[config.mk]
export PLATFORM = sky130hd
export DESIGN_NAME = mux_sel_sequencer_flat
export DESIGN_NICKNAME = d
export VERILOG_FILES = /design/src/rtl/mux_sel_sequencer_if.sv /design/src/rtl/mux_sel_sequencer.sv /design/src/flat_wrapper.sv
export SDC_FILE = /design/constraint.sdc
export NUM_CORES = 1
export LEC_CHECK = 0
export ABC_AREA = 1
export CELL_PAD_IN_SITES_DETAIL_PLACEMENT = 1
export CELL_PAD_IN_SITES_GLOBAL_PLACEMENT = 2
export CORE_ASPECT_RATIO = 2
export CORE_UTILIZATION = 21
export CTS_CLUSTER_DIAMETER = 50
export DETAILED_ROUTE_END_ITERATION = 8
export PLACE_DENSITY = 0.74
export RECOVER_POWER = 100
export SLEW_MARGIN = 20
export SYNTH_ARGS = -nofsm -noshare
export SYNTH_HDL_FRONTEND = slang
export SYNTH_SLANG_ARGS = --single-unit
[constraint.sdc]
create_clock -name clk -period 1.47 [get_ports clk]
set_input_delay 0.294 -clock clk [delete_from_list [all_inputs] [get_ports clk]]
set_output_delay 0.294 -clock clk [all_outputs]
set_load 0.01 [all_outputs]
[src/rtl/mux_sel_sequencer_if.sv]
// Bus between the word source, the bit-mux sequencer and the registered 16:1 mux.
// master = sequencer side; slave = upstream source plus mux side.
interface mux_sel_sequencer_if #(
  parameter int DATA_WIDTH = 16,
  parameter int SEL_WIDTH  = 4
);
  logic                  load_valid;
  logic                  load_ready;
  logic [DATA_WIDTH-1:0] load_data;
  logic [DATA_WIDTH-1:0] in;
  logic [SEL_WIDTH-1:0]  sel;
  logic                  bit_valid;
  logic                  bit_last;
  logic                  busy;

  modport master (
    input  load_valid, load_data,
    output load_ready, in, sel, bit_valid, bit_last, busy
  );

  modport slave (
    output load_valid, load_data,
    input  load_ready, in, sel, bit_valid, bit_last, busy
  );
endinterface

[src/rtl/mux_sel_sequencer.sv]
// Word-to-bit serializer front end: latches a word, walks the mux select once per clk.
// Define MUX_SEQ_MSB_FIRST_EN to walk sel from DATA_WIDTH-1 down to 0 (default: LSB first).
module mux_sel_sequencer #(
  parameter int DATA_WIDTH  = 16,
  parameter int SEL_WIDTH   = 4,
  parameter int MUX_LATENCY = 1
) (
  input  logic                clk,
  input  logic                rst,
  mux_sel_sequencer_if.master bus
);

  localparam int CNT_W = (MUX_LATENCY > 1) ? $clog2(MUX_LATENCY) : 1;

`ifdef MUX_SEQ_MSB_FIRST_EN
  localparam logic [SEL_WIDTH-1:0] FIRST = SEL_WIDTH'(DATA_WIDTH - 1);
  localparam logic [SEL_WIDTH-1:0] LAST  = '0;
`else
  localparam logic [SEL_WIDTH-1:0] FIRST = '0;
  localparam logic [SEL_WIDTH-1:0] LAST  = SEL_WIDTH'(DATA_WIDTH - 1);
`endif

  typedef enum logic [1:0] {IDLE, SHIFT, DRAIN} state_t;

  state_t                state;
  state_t                state_nxt;
  logic [DATA_WIDTH-1:0] word;
  logic [SEL_WIDTH-1:0]  sel;
  logic [CNT_W-1:0]      cnt;
  logic                  ready;
  logic                  issue;
  logic                  issue_last;
  logic [MUX_LATENCY-1:0] vld_p;
  logic [MUX_LATENCY-1:0] last_p;

  function automatic logic [SEL_WIDTH-1:0] step_sel(input logic [SEL_WIDTH-1:0] s);
`ifdef MUX_SEQ_MSB_FIRST_EN
    return s - SEL_WIDTH'(1);
`else
    return s + SEL_WIDTH'(1);
`endif
  endfunction

  always_ff @(posedge clk) begin
    if (rst) state <= IDLE;
    else     state <= state_nxt;
  end

  always_comb begin
    state_nxt  = state;
    ready      = 1'b0;
    issue      = 1'b0;
    issue_last = 1'b0;
    case (state)
      IDLE: begin
        ready = 1'b1;
        if (bus.load_valid) state_nxt = SHIFT;
      end
      SHIFT: begin
        issue      = 1'b1;
        issue_last = (sel == LAST);
        if (sel == LAST) state_nxt = DRAIN;
      end
      DRAIN: begin
        if (cnt == '0) state_nxt = IDLE;
      end
      default: state_nxt = IDLE;
    endcase
  end

  // Word/select registers: sel stops on LAST and holds there through DRAIN and IDLE.
  always_ff @(posedge clk) begin
    if (rst) begin
      word <= '0;
      sel  <= '0;
      cnt  <= '0;
    end else begin
      case (state)
        IDLE: begin
          if (bus.load_valid) begin
            word <= bus.load_data;
            sel  <= FIRST;
          end
        end
        SHIFT: begin
          if (sel != LAST) sel <= step_sel(sel);
          else             cnt <= CNT_W'(MUX_LATENCY - 1);
        end
        DRAIN: begin
          if (cnt != '0) cnt <= cnt - CNT_W'(1);
        end
        default: ;
      endcase
    end
  end

  // Issue pipe p0..p(MUX_LATENCY-1): matches the mux register depth so flags line up with its output.
  always_ff @(posedge clk) begin
    if (rst) begin
      vld_p  <= '0;
      last_p <= '0;
    end else begin
      vld_p[0]  <= issue;
      last_p[0] <= issue_last;
      for (int i = 1; i < MUX_LATENCY; i++) begin
        vld_p[i]  <= vld_p[i-1];
        last_p[i] <= last_p[i-1];
      end
    end
  end

  assign bus.load_ready = ready;
  assign bus.busy       = (state != IDLE);
  assign bus.in         = word;
  assign bus.sel        = sel;
  assign bus.bit_valid  = vld_p[MUX_LATENCY-1];
  assign bus.bit_last   = last_p[MUX_LATENCY-1];

endmodule

[src/flat_wrapper.sv]
// flat-port wrapper written by rule: the top's interface ports become plain ports
module mux_sel_sequencer_flat 
#(
  parameter int DATA_WIDTH  = 16,
  parameter int SEL_WIDTH   = 4,
  parameter int MUX_LATENCY = 1
)
  (clk, rst, bus_load_valid, bus_load_data, bus_load_ready, bus_in, bus_sel, bus_bit_valid, bus_bit_last, bus_busy);
  mux_sel_sequencer_if #(.DATA_WIDTH(DATA_WIDTH), .SEL_WIDTH(SEL_WIDTH)) bus_i ();
  input  logic clk;
  input  logic rst;
  input wire logic [$bits(bus_i.load_valid)-1:0] bus_load_valid;
  input wire logic [$bits(bus_i.load_data)-1:0] bus_load_data;
  output wire logic [$bits(bus_i.load_ready)-1:0] bus_load_ready;
  output wire logic [$bits(bus_i.in)-1:0] bus_in;
  output wire logic [$bits(bus_i.sel)-1:0] bus_sel;
  output wire logic [$bits(bus_i.bit_valid)-1:0] bus_bit_valid;
  output wire logic [$bits(bus_i.bit_last)-1:0] bus_bit_last;
  output wire logic [$bits(bus_i.busy)-1:0] bus_busy;
  assign bus_i.load_valid = bus_load_valid;
  assign bus_i.load_data = bus_load_data;
  assign bus_load_ready = bus_i.load_ready;
  assign bus_in = bus_i.in;
  assign bus_sel = bus_i.sel;
  assign bus_bit_valid = bus_i.bit_valid;
  assign bus_bit_last = bus_i.bit_last;
  assign bus_busy = bus_i.busy;
  mux_sel_sequencer #(.DATA_WIDTH(DATA_WIDTH), .SEL_WIDTH(SEL_WIDTH), .MUX_LATENCY(MUX_LATENCY)) u_core (.clk(clk), .rst(rst), .bus(bus_i));
endmodule
### Yosys cells after proc, flatten, opt, wreduce, memory -nomap -nowiden

Cells that the tools add are included.

* bitwise logic cells: 1
* shift-type cells: 0
* mux-type cells: 12
* add/subtract/negate cells: 2
* order comparisons: 0
* div/mod/pow operators: 0
* multiply operators: 0
* equality and inequality tests: 9
* reduce and logical (&&, ||, !) cells: 9

Operators by type and width (count)
* $mux W4: 2
* $pmux W4 S2: 1
* $mux W2: 3
* $ne A2 B2 Y1 const B: 3
* $pmux W2 S3: 1
* $reduce_and A3 Y1: 2
* $reduce_bool A2 Y1: 3
* $add A4 B1 Y4 const B: 1
* $eq A4 B4 Y1 const B: 1
* $mux W1: 4
* $ne A2 B1 Y1 const B: 2
* $ne A4 B4 Y1 const B: 1
* $reduce_and A2 Y1: 2
* $eq A2 B1 Y1 const B: 1
* $eq A2 B2 Y1 const B: 1
* $logic_not A2 Y1: 1
* $pmux W1 S2: 1
* $reduce_or A2 Y1: 1
* $not A1 Y1: 1
* $sub A1 B1 Y1 const B: 1

* bits in registers: 25
* input bits: 19
* bits in writable memories: 0
* ROM bits: 0
* output and inout port bits: 24
* memories: 0
* word-level logic and storage cells: 39
* latch bits: 0

### Depth between registers and ports, before layout

* depth in word-level cells: 3
* mapped depth: 7

### Worst setup path before layout

OpenSTA, ideal clock, no wires.

* kind: register to register
* start: register u_core.sel[0], in the netlist u_core.bus.sel[0]
* end: register u_core.sel[0], in the netlist u_core.bus.sel[0]
* library setup time: 0.116 ns
* cell stages (with the launch flop): 7
* period minus slack after synthesis: 1.214 ns
* arrival time: 1.098 ns
* path slack: 0.256 ns
* required time: 1.354 ns
* path through: dfxtp_1 > ha_1 > nand3_1 > nand2_2 > nand2_4 > o21ai_0 > nor2_1

* word-level cells in the longest chain between the ends: 3

RTL lines
* start: declaration: RTL line mux_sel_sequencer.sv:28 `logic [SEL_WIDTH-1:0] sel;`
* start signal: assignment: RTL line mux_sel_sequencer.sv:86 `if (sel != LAST) sel <= step_sel(sel);`
* $add A4 B1 Y4 or $ne A4 B4 Y1 (tied branches): RTL line mux_sel_sequencer.sv:40, mux_sel_sequencer.sv:86
* $mux W4 or $ne A2 B1 Y1 (tied branches)
* $pmux W4 S2 or $reduce_and A3 Y1 (tied branches)

Several ways; a longest one is shown, not always the timed one. The select of a mux whose other input is x is not followed.
A chain may end at the register's enable or synchronous reset.

### Final worst setup path

* start: register u_core.word[10], in the netlist u_core.bus.in[10]
* end: output bus_in[10]

RTL lines
* start: declaration: RTL line mux_sel_sequencer.sv:27 `logic [DATA_WIDTH-1:0] word;`
* start signal: assignment: RTL line mux_sel_sequencer.sv:81 `word <= bus.load_data;`
* end: declaration: RTL line flat_wrapper.sv:15 `output wire logic [$bits(bus_i.in)-1:0] bus_in;`

No word-level cell between the ends.

==> summary.txt <==
status - finished, final reports clean
DP Cell Count - 205
drt wl/cell - 12.53 um
clk_lat worst skew - 260 ps
first-pass GRT wire length - 4.305 mm
clk slew on worst S/H paths - 80 ps
Iteration-0 DRC Markers - 14
RR Endpoint - u_core.bus.sel[0]
worst-margin pin slew - 283.0 ps
die area - 4645 um2
CTS Buf Count - 3
First-pass DRT Iterations - 2
Hold Crit Depth - 2
flops & latches, synth - 24
antenna cells - 0
Top FF cell, synth - dfxtp_1
WP data required - 1180 ps
initial antenna violation count - 0
row count - 33
Vias/cell - 4.254
TritonCTS clock tree - yes
Synth Instances - 113
FF-to-FF Start - u_core.bus.sel[0]
number of global-route vias before repair - 945
Post-synth top cells - nor2_1 (38), dfxtp_1 (24), o21ai_0 (17), nand3_1 (6), inv_1 (5)
asr flop ratio synth - 0%
final net count - 178
# port buffers - 42
Reg area - 481.7 um2
CP cell instances - clkdlybuf4s50_1
CP Launch Type - flop
clk root buf - clkbuf_8
time the worst path needs with I/O delays and setup - 1422 ps
hold_ws - 493.1 ps
Non-Filler Instances - 209
Initial Utilization - 22.18%
pwr/cell area - 1025 nW/um2
Final ANT Viol Nets - 0
setup_tns - 0 ps
largest net degree at the start of global routing - 22
final cycle utilization of the critical path - 96.73%
critical path's largest stage delay - 540 ps
Slew Viols, Final - 0
Crit. End Element - output port
Yosys top cell by area - dfxtp_1
Via Count - 889
CP Max Fanout - 2
CP max stage cell - clkdlybuf4s50_1
CTS max path bufs - 2
maxcap violations - 0
core region area - 4129 um2
unrepaired setup endpoints after global routing - false
Yosys top cell area share - 52.46%
Detailed Route WL - 2.618 mm
Area Overhead vs Synth - 55.05%
overall routing resource usage - 12.09%
final setup fails - 0
r2r setup slk - 170 ps
Area contributors post-synth - dfxtp_1 (52%), nor2_1 (16%), o21ai_0 (9.3%)
Seq/Total Area, Yosys - 52.46%
synth unique cells - 20
crit path DAT - 1130 ps
Fmax - 703.2 MHz
Multi-input gate area - 377.9 um2
DP Worst Slack - -44.60 ps
path depth of the worst reg2reg path - 6
mapped cell area - 915.9 um2
final-layout fill cell count - 516
crit path kind - flop to output port
Post-synth EDFFs - 0
Syn Nets - 133
Final Power - 1.456 mW
WP buf/inv - 1
Vert. Die Dim - 95.40 um
WHS Endpoint - u_core.bus.in[11]
Lkg Pwr - 0.5910 nW
clk_skew - 1.558 ps
Layout Utilization - 34.39%
H-tree depth - 1
io pins - 43
synthesized area per cell - 8.105 um2
placed cell area - 1385 um2
Overflow after GRT - 0
share of cells above drive strength 1 - 9.554%
GP Congestion - 0.6982
CTS sink cnt - 24
Worst IR Drop VDD - 339.9 uV
setup ws final - 48.02 ps
Yosys warning count - 0
DRC - 0
Max-slew headroom - 81.11%
Final Hold Vio Count - 0
Hold Path Origin - u_core.bus.in[11]
crit-path leading delay family - buffers and inverters
Worst Hold Class - flop to flop
count leader, synth - nor2_1
post-DP HPWL - 2.020 mm
die width - 48.70 um
final instance area - 1420 um2
==> flip-flops by register name, indices dropped and copies added (netlist names) <==
register,cells
u_core.state,2
u_core.bus.bit_valid,1
u_core.bus.in,16
u_core.bus.bit_last,1
u_core.bus.sel,4
==> layout make-up <==
class / count / area share, %
well taps: 52 / 4.582
flip-flops and latches: 24 / 33.92
clock buffers: 4 / 3.877
inverters: 7 / 1.850
multi-input cells: 78 / 26.61
repair buffers: 44 / 29.16
==> worst max path at each step <==
stage / start / to / slack (ps) / depth (start not counted)
2_1_floorplan: u_core.bus.sel[0] / u_core.bus.sel[0] / 260 / 6
3_3_place_gp: bus_load_valid / u_core.bus.in[6] / 10 / 5
3_5_place_dp: bus_load_valid / u_core.bus.in[1] / -40 / 5
4_1_cts: u_core.bus.sel[2] / bus_sel[2] / 3 / 1
5_1_grt: u_core.bus.in[11] / bus_in[11] / 2 / 1
6_report: u_core.bus.in[10] / bus_in[10] / 50 / 1
==> layer usage <==
metal / track usage, % / up-vias / wire length [um]
met5: 0 / - / 0
met3: 1.116 / 4 / 86
li1: - / 450 / -
met1: 11.21 / 408 / 1020
met2: 25.23 / 27 / 1459
met4: 5.882 / 0 / 51
==> where the power goes <==
group          total, mW  internal (mW)  switching (mW)
Sequential         0.732          0.699          0.0329
Clock              0.437          0.239           0.198
Combinational      0.288          0.144           0.143
==> cell usage in the layout (no fill, tap or decap) <==
cell type	instances
clkdlybuf4s25_1	10
or2_2	1
a21oi_1	2
dlygate4sd2_1	7
o21ai_1	1
nor3_1	2
inv_1	5
clkbuf_1	2
buf_4	2
nand2_2	1
clkdlybuf4s50_1	22
inv_2	2
nor2_1	38
ha_1	1
clkbuf_8	4
dlygate4sd3_1	1
nand2_1	3
dfxtp_2	1
nor2_4	2
dfxtp_1	23
a22oi_1	1
nand2_4	2
o21ai_0	17
nand3_1	6
nand4_1	1
==> cell families after synthesis <==
logic type	after synthesis	synth area share (%)
buffers and inverters	11	6.284
AO/OA/AOI/OAI	21	11.75
flip-flops	24	52.46
AND/OR/NAND/NOR	56	28.14
adder cells (fa/ha/maj)	1	1.366
==> what timing repair did <==
item	4_1_cts	5_1_grt
pin swaps	0	0
endpoints found under the setup margin	7	12
hold buffers	0	0
buffers inserted	0	0
gates resized for setup	10	12
hold endpoints to repair	0	0
Note: power is estimated with default switching activity, not from simulation.
